$ cat src/rtl/vga_pkg.sv
// Shared VGA timing constants and types: 640x480@60 defaults, 8-bit colour, 12-bit coordinates.
// No logic here; consumed by the axis counters and the timing top.
package vga_pkg;

  localparam int COLOR_W = 8;
  localparam int COORD_W = 12;

  localparam int H_VIS_DEF  = 640;
  localparam int H_FP_DEF   = 16;
  localparam int H_SYNC_DEF = 96;
  localparam int H_BP_DEF   = 48;

  localparam int V_VIS_DEF  = 480;
  localparam int V_FP_DEF   = 10;
  localparam int V_SYNC_DEF = 2;
  localparam int V_BP_DEF   = 33;

  typedef logic [COORD_W-1:0] coord_t;
  typedef logic [COLOR_W-1:0] color_t;

  function automatic int axis_total(input int vis, input int fp, input int sync, input int bp);
    return vis + fp + sync + bp;
  endfunction

endpackage

$ cat src/rtl/vga_axis_counter.sv
// One timing axis: wrapping position counter plus visible/sync decodes; advances on adv, zero latency.
// No backpressure; holds whenever adv is low.
module vga_axis_counter
  import vga_pkg::*;
#(
  parameter int VIS  = H_VIS_DEF,
  parameter int FP   = H_FP_DEF,
  parameter int SYNC = H_SYNC_DEF,
  parameter int BP   = H_BP_DEF
) (
  input  logic               clk,
  input  logic               rst_n,
  input  logic               adv,
  output logic [COORD_W-1:0] count,
  output logic               wrap,
  output logic               visible,
  output logic               sync_active
);

  localparam int     TOTAL   = axis_total(VIS, FP, SYNC, BP);
  localparam coord_t LAST    = coord_t'(TOTAL - 1);
  localparam coord_t VIS_END = coord_t'(VIS);
  localparam coord_t SYNC_LO = coord_t'(VIS + FP);
  localparam coord_t SYNC_HI = coord_t'(VIS + FP + SYNC - 1);

  always_ff @(posedge clk or negedge rst_n) begin
    if (!rst_n) begin
      count <= '0;
    end else if (adv) begin
      count <= wrap ? '0 : count + coord_t'(1);
    end
  end

  assign wrap        = (count == LAST);
  assign visible     = (count < VIS_END);
  assign sync_active = (count >= SYNC_LO) && (count <= SYNC_HI);

endmodule

$ cat src/rtl/vga_timing.sv
// VGA raster timing: raw x/y counters plus registered sync, DE and blank-gated colour; 1 pix_en tick latency.
// No backpressure; everything holds while pix_en is low (frame_start drops to 0).
module vga_timing
  import vga_pkg::*;
#(
  parameter int H_VIS    = H_VIS_DEF,
  parameter int H_FP     = H_FP_DEF,
  parameter int H_SYNC   = H_SYNC_DEF,
  parameter int H_BP     = H_BP_DEF,
  parameter int V_VIS    = V_VIS_DEF,
  parameter int V_FP     = V_FP_DEF,
  parameter int V_SYNC   = V_SYNC_DEF,
  parameter int V_BP     = V_BP_DEF,
  parameter bit SYNC_POL = 1'b0
) (
  input  logic               clk,
  input  logic               rst_n,
  input  logic               pix_en,
  output logic [COORD_W-1:0] x,
  output logic [COORD_W-1:0] y,
  input  logic [COLOR_W-1:0] rgb_r_in,
  input  logic [COLOR_W-1:0] rgb_g_in,
  input  logic [COLOR_W-1:0] rgb_b_in,
  output logic               vga_hs,
  output logic               vga_vs,
  output logic               vga_de,
  output logic [COLOR_W-1:0] vga_r,
  output logic [COLOR_W-1:0] vga_g,
  output logic [COLOR_W-1:0] vga_b,
  output logic               frame_start
);

  logic h_wrap, h_vis, h_sync;
  logic v_wrap, v_vis, v_sync;
  logic visible;

  vga_axis_counter #(
    .VIS (H_VIS),
    .FP  (H_FP),
    .SYNC(H_SYNC),
    .BP  (H_BP)
  ) u_h_axis (
    .clk        (clk),
    .rst_n      (rst_n),
    .adv        (pix_en),
    .count      (x),
    .wrap       (h_wrap),
    .visible    (h_vis),
    .sync_active(h_sync)
  );

  // Vertical steps once per line, on the tick that wraps the horizontal counter.
  vga_axis_counter #(
    .VIS (V_VIS),
    .FP  (V_FP),
    .SYNC(V_SYNC),
    .BP  (V_BP)
  ) u_v_axis (
    .clk        (clk),
    .rst_n      (rst_n),
    .adv        (pix_en & h_wrap),
    .count      (y),
    .wrap       (v_wrap),
    .visible    (v_vis),
    .sync_active(v_sync)
  );

  assign visible = h_vis & v_vis;

  // Output stage samples the pre-increment position, so outputs trail x/y by one tick.
  always_ff @(posedge clk or negedge rst_n) begin
    if (!rst_n) begin
      vga_hs      <= ~SYNC_POL;
      vga_vs      <= ~SYNC_POL;
      vga_de      <= 1'b0;
      vga_r       <= '0;
      vga_g       <= '0;
      vga_b       <= '0;
      frame_start <= 1'b0;
    end else begin
      frame_start <= pix_en & h_wrap & v_wrap;
      if (pix_en) begin
        vga_hs <= h_sync ? SYNC_POL : ~SYNC_POL;
        vga_vs <= v_sync ? SYNC_POL : ~SYNC_POL;
        vga_de <= visible;
        vga_r  <= visible ? rgb_r_in : '0;
        vga_g  <= visible ? rgb_g_in : '0;
        vga_b  <= visible ? rgb_b_in : '0;
      end
    end
  end

endmodule

$ cat config.mk
export PLATFORM = sky130hd
export DESIGN_NAME = vga_timing
export DESIGN_NICKNAME = d
export VERILOG_FILES = /design/src/rtl/vga_pkg.sv /design/src/rtl/vga_axis_counter.sv /design/src/rtl/vga_timing.sv
export SDC_FILE = /design/constraint.sdc
export NUM_CORES = 1
export LEC_CHECK = 0
export ABC_AREA = 0
export ABC_CLOCK_PERIOD_IN_PS = 1730
export CAP_MARGIN = 20
export CORE_MARGIN = 2
export CORE_UTILIZATION = 40
export DETAILED_ROUTE_END_ITERATION = 12
export GPL_TIMING_DRIVEN = 0
export PLACE_DENSITY = 0.72
export SLEW_MARGIN = 40
export SYNTH_ARGS = -nofsm -noshare
export SYNTH_HDL_FRONTEND = slang
export SYNTH_SLANG_ARGS = --single-unit
$ cat constraint.sdc
create_clock -name clk -period 1.73 [get_ports clk]
set_input_delay 0.2595 -clock clk [delete_from_list [all_inputs] [get_ports clk]]
set_output_delay 0.2595 -clock clk [all_outputs]
set_load 0.01 [all_outputs]
==> results.yml <==
status:
  status: "finished, final reports clean"
setup_path:
  reg2regPathDepth: 4
  cp-end-kind: "register"
  reg2reg_to: "u_v_axis.count[11]$_DFFE_PN0P_"
  crit_start: "u_v_axis.count[5]$_DFFE_PN0P_"
  cp.arrival_ns: 1.89
  cp_max_fo: 8
  setup.worst_path.end: "u_v_axis.count[11]$_DFFE_PN0P_"
  rr_startpoint: "u_v_axis.count[5]$_DFFE_PN0P_"
  start_kind: "register"
  ff2ff_setup_slack_ns: 0.07
  critPathKind: "register to register"
  critPathRequiredTime_ns: 1.96
final_layout:
  area_delta_synth_final_pct: 45.27
  fin_nets: 325
  final_cells: 367
  final_area_um2: 3385
  antenna_cells: 0
  drive_above_1_share_pct: 13.56
logic_synthesis:
  synthArstFlopShare_pct: 100.0
  ys_types: 41
  synth.top_cell.area_share_pct: 53.71
  synth.area.top_cells: "dfrtp_1 (54%), a22o_1 (9.0%), xor2_1 (3.4%)"
  syn-instance-count: 202
  ys_seq_area_share_pct: 55.96
  synth-edff-count: 0
  ys_seq_elements: 52
  ys.flop_type: "dfrtp_1"
  synthesis.nets: 233
  synth_top_cell_by_area: "dfrtp_1"
  avgSynthCellArea_um2: 11.53
  netlist_area_um2: 2330
  ys_warn_count: 0
power:
  swShare_pct: 26.22
  combPwrFrac_pct: 19.3
  clockPowerShare_pct: 27.7
  max-vdd-ir-drop_mv: 0.4215
  power.internal_w: 0.001879
  p_sw_w: 0.0006678
  cellPowerDensity_nw_per_um2: 752.5
  seqPwrFrac_pct: 53.0
  leakage_nw: 1.516
floorplanning:
  core_um2: 5574
  num_rows: 27
  num_io_pins: 79
  die_h_um: 80.32
  die_area_um2: 6451
  die_width_um: 80.32
  start_util_pct: 41.80
clocking:
  htree_levels: 2
  cts_buffers: 5
  cts_tree: "done"
  clk_path_buf_depth: 2
  cts_root_buf: "clkbuf_8"
  clock_latency_ns: 0.30
  clkSlewWorstSetupHoldPaths_ns: 0.09
  cts_sinks: 52
drt:
  via_per_inst: 5.117
  routed_wl_um: 5342
  remaining_drc_errors: 0
  ant_nets: 0
  drt-pass1-iter-count: 4
  drt-initial-drc-count: 59
  wl_per_cell_um: 14.56
  vias: 1878
sta:
  slew_headroom_pct: 68.00
  totalNegativeSetupSlack_ns: 0
  rsz0062_at_grt: "yes"
  slew_viol_final: 0
  finalHoldViolCount: 0
  setup_violations: 0
  fmax_mhz: 602.7
  period_needed_ns: 1.659
  timing.final.crit_share_pct: 95.90
  fin_skew_ns: 0.006691
  tightestPinTransition_ns: 0.4764
hold_path:
  hp-class: "input pin to async pin"
place:
  dpl_cell_area_um2: 3218
  place_congestion: 0.7739
  hpwl_um: 3830
  dp_cells: 353
  port_buffers: 78
global_route:
  track_usage_pct: 16.53
  grt_antenna_before_repair: 0
  grt_max_degree: 28
  grt_pass1_vias: 1812
  grt_pass1_wl_um: 8342
  overflow: 0
run:
  drv_cap: 0
==> logic make-up after synthesis <==
family / count (synthesis) / share of synthesized area [%]
AND/OR/NAND/NOR: 71 / 19.12
buffers and inverters: 17 / 3.437
adder cells (fa/ha/maj): 4 / 2.148
AO/OA/AOI/OAI: 44 / 14.07
XOR/XNOR: 14 / 5.263
flip-flops: 52 / 55.96
==> through the flow <==
step	total power, W	setup slack [ns]	hold slack [ns]	utilization (%)
finish	0.002547	0.07090	0.4064	60.72
global route	0.002690	-0.007307	0.4243	60.72
CTS	0.002555	0.003950	0.4160	60.00
detailed placement	0.001824	-0.2607	0.1990	57.73
global placement	0.001813	-1.159	0.4699	57.42
floorplan	0.001573	0.1578	-0.03609	-
==> worst max-delay path, stage by stage, from the launching register on <==
cell and delay (ns):
dfrtp_1 0.50, nand4_2 0.20, or4b_4 0.54, nor3_2 0.18
xor2_1 0.16
==> final cells by class <==
class / instances / area [um^2]
Multi-Input combinational cell: 133 / 967.2
Clock buffer: 7 / 86.33
Buffer: 9 / 53.80
Inverter: 8 / 30.03
Clock inverter: 1 / 7.507
Tap cell: 72 / 90.09
Sequential cell: 52 / 1304
Fill cell: 477 / 2190
Timing Repair Buffer: 85 / 845.8
==> power groups by stage <==
stage	Clock [W]	Sequential [W]	Combinational (W)
5_1_grt	0.000791	0.00136	0.000541
3_3_place_gp	0	0.00138	0.000436
6_report	0.000706	0.00135	0.000492
3_5_place_dp	0	0.00138	0.000447
4_1_cts	0.000735	0.00135	0.000468
2_1_floorplan	0	0.00139	0.000182
==> routing by layer <==
layer	global-route usage [%]	wire, um	up-vias
li1	-	-	921
met1	22.54	2608	895
met2	25.67	2417	60
met3	4.382	292	2
met4	5.424	24	0
met5	0	0	-
==> placed cells by master, fill, tap and decap left out, types with 2 or more instances in the layout <==
cell,netlist,layout
clkdlybuf4s50_1,0,77
dfrtp_1,50,50
a22o_1,24,24
nor2_1,14,14
nor3_1,10,10
o21ai_0,10,10
nand2_1,11,10
xor2_1,9,9
buf_4,3,8
inv_1,7,7
nand3_1,8,7
nand4_1,6,6
clkbuf_8,0,6
xnor2_1,5,5
and4bb_2,3,3
buf_2,3,3
a21o_1,3,3
a31oi_1,3,3
ha_1,4,3
clkbuf_1,2,2
and3_1,2,2
a21oi_1,2,2
nand4b_1,2,2
dfstp_2,2,2
==> registers in the layout, indices dropped and copies added, names as in the netlist <==
name	count
frame_start	1
u_h_axis.count	12
u_v_axis.count	12
vga_b	8
vga_de	1
vga_g	8
vga_hs	1
vga_r	8
vga_vs	1
==> synthesized netlist by cell type, types with 2 or more instances <==
| cell type | count |
|---|---|
| a21o_1 | 3 |
| a21oi_1 | 2 |
| a22o_1 | 24 |
| a31oi_1 | 3 |
| and3_1 | 2 |
| and4bb_2 | 3 |
| buf_2 | 3 |
| buf_4 | 3 |
| clkbuf_1 | 2 |
| dfrtp_1 | 50 |
| dfstp_2 | 2 |
| ha_1 | 4 |
| inv_1 | 7 |
| nand2_1 | 11 |
| nand3_1 | 8 |
| nand4_1 | 6 |
| nand4b_1 | 2 |
| nor2_1 | 14 |
| nor3_1 | 10 |
| o21ai_0 | 10 |
| xnor2_1 | 5 |
| xor2_1 | 9 |
==> worst min-delay path by stage <==
stage,slack (ns),cells after the start,endpoint
2_1_floorplan,-0.04,0,frame_start$_DFF_PN0_
3_3_place_gp,0.47,1,vga_de$_DFFE_PN0P_
3_5_place_dp,0.20,1,vga_g[3]$_DFFE_PN0P_
4_1_cts,0.42,2,vga_g[3]$_DFFE_PN0P_
5_1_grt,0.42,2,vga_g[3]$_DFFE_PN0P_
6_report,0.41,2,vga_g[3]$_DFFE_PN0P_
==> timing repair <==
action | in CTS | in global routing
hold endpoints to repair | 24 | 0
hold buffers | 1 | 0
buffers inserted | 3 | 2
endpoints found under the setup margin | 1 | 28
resized for setup | 0 | 7
pin swaps | 0 | 2
Note: power is estimated with default switching activity, not from simulation.
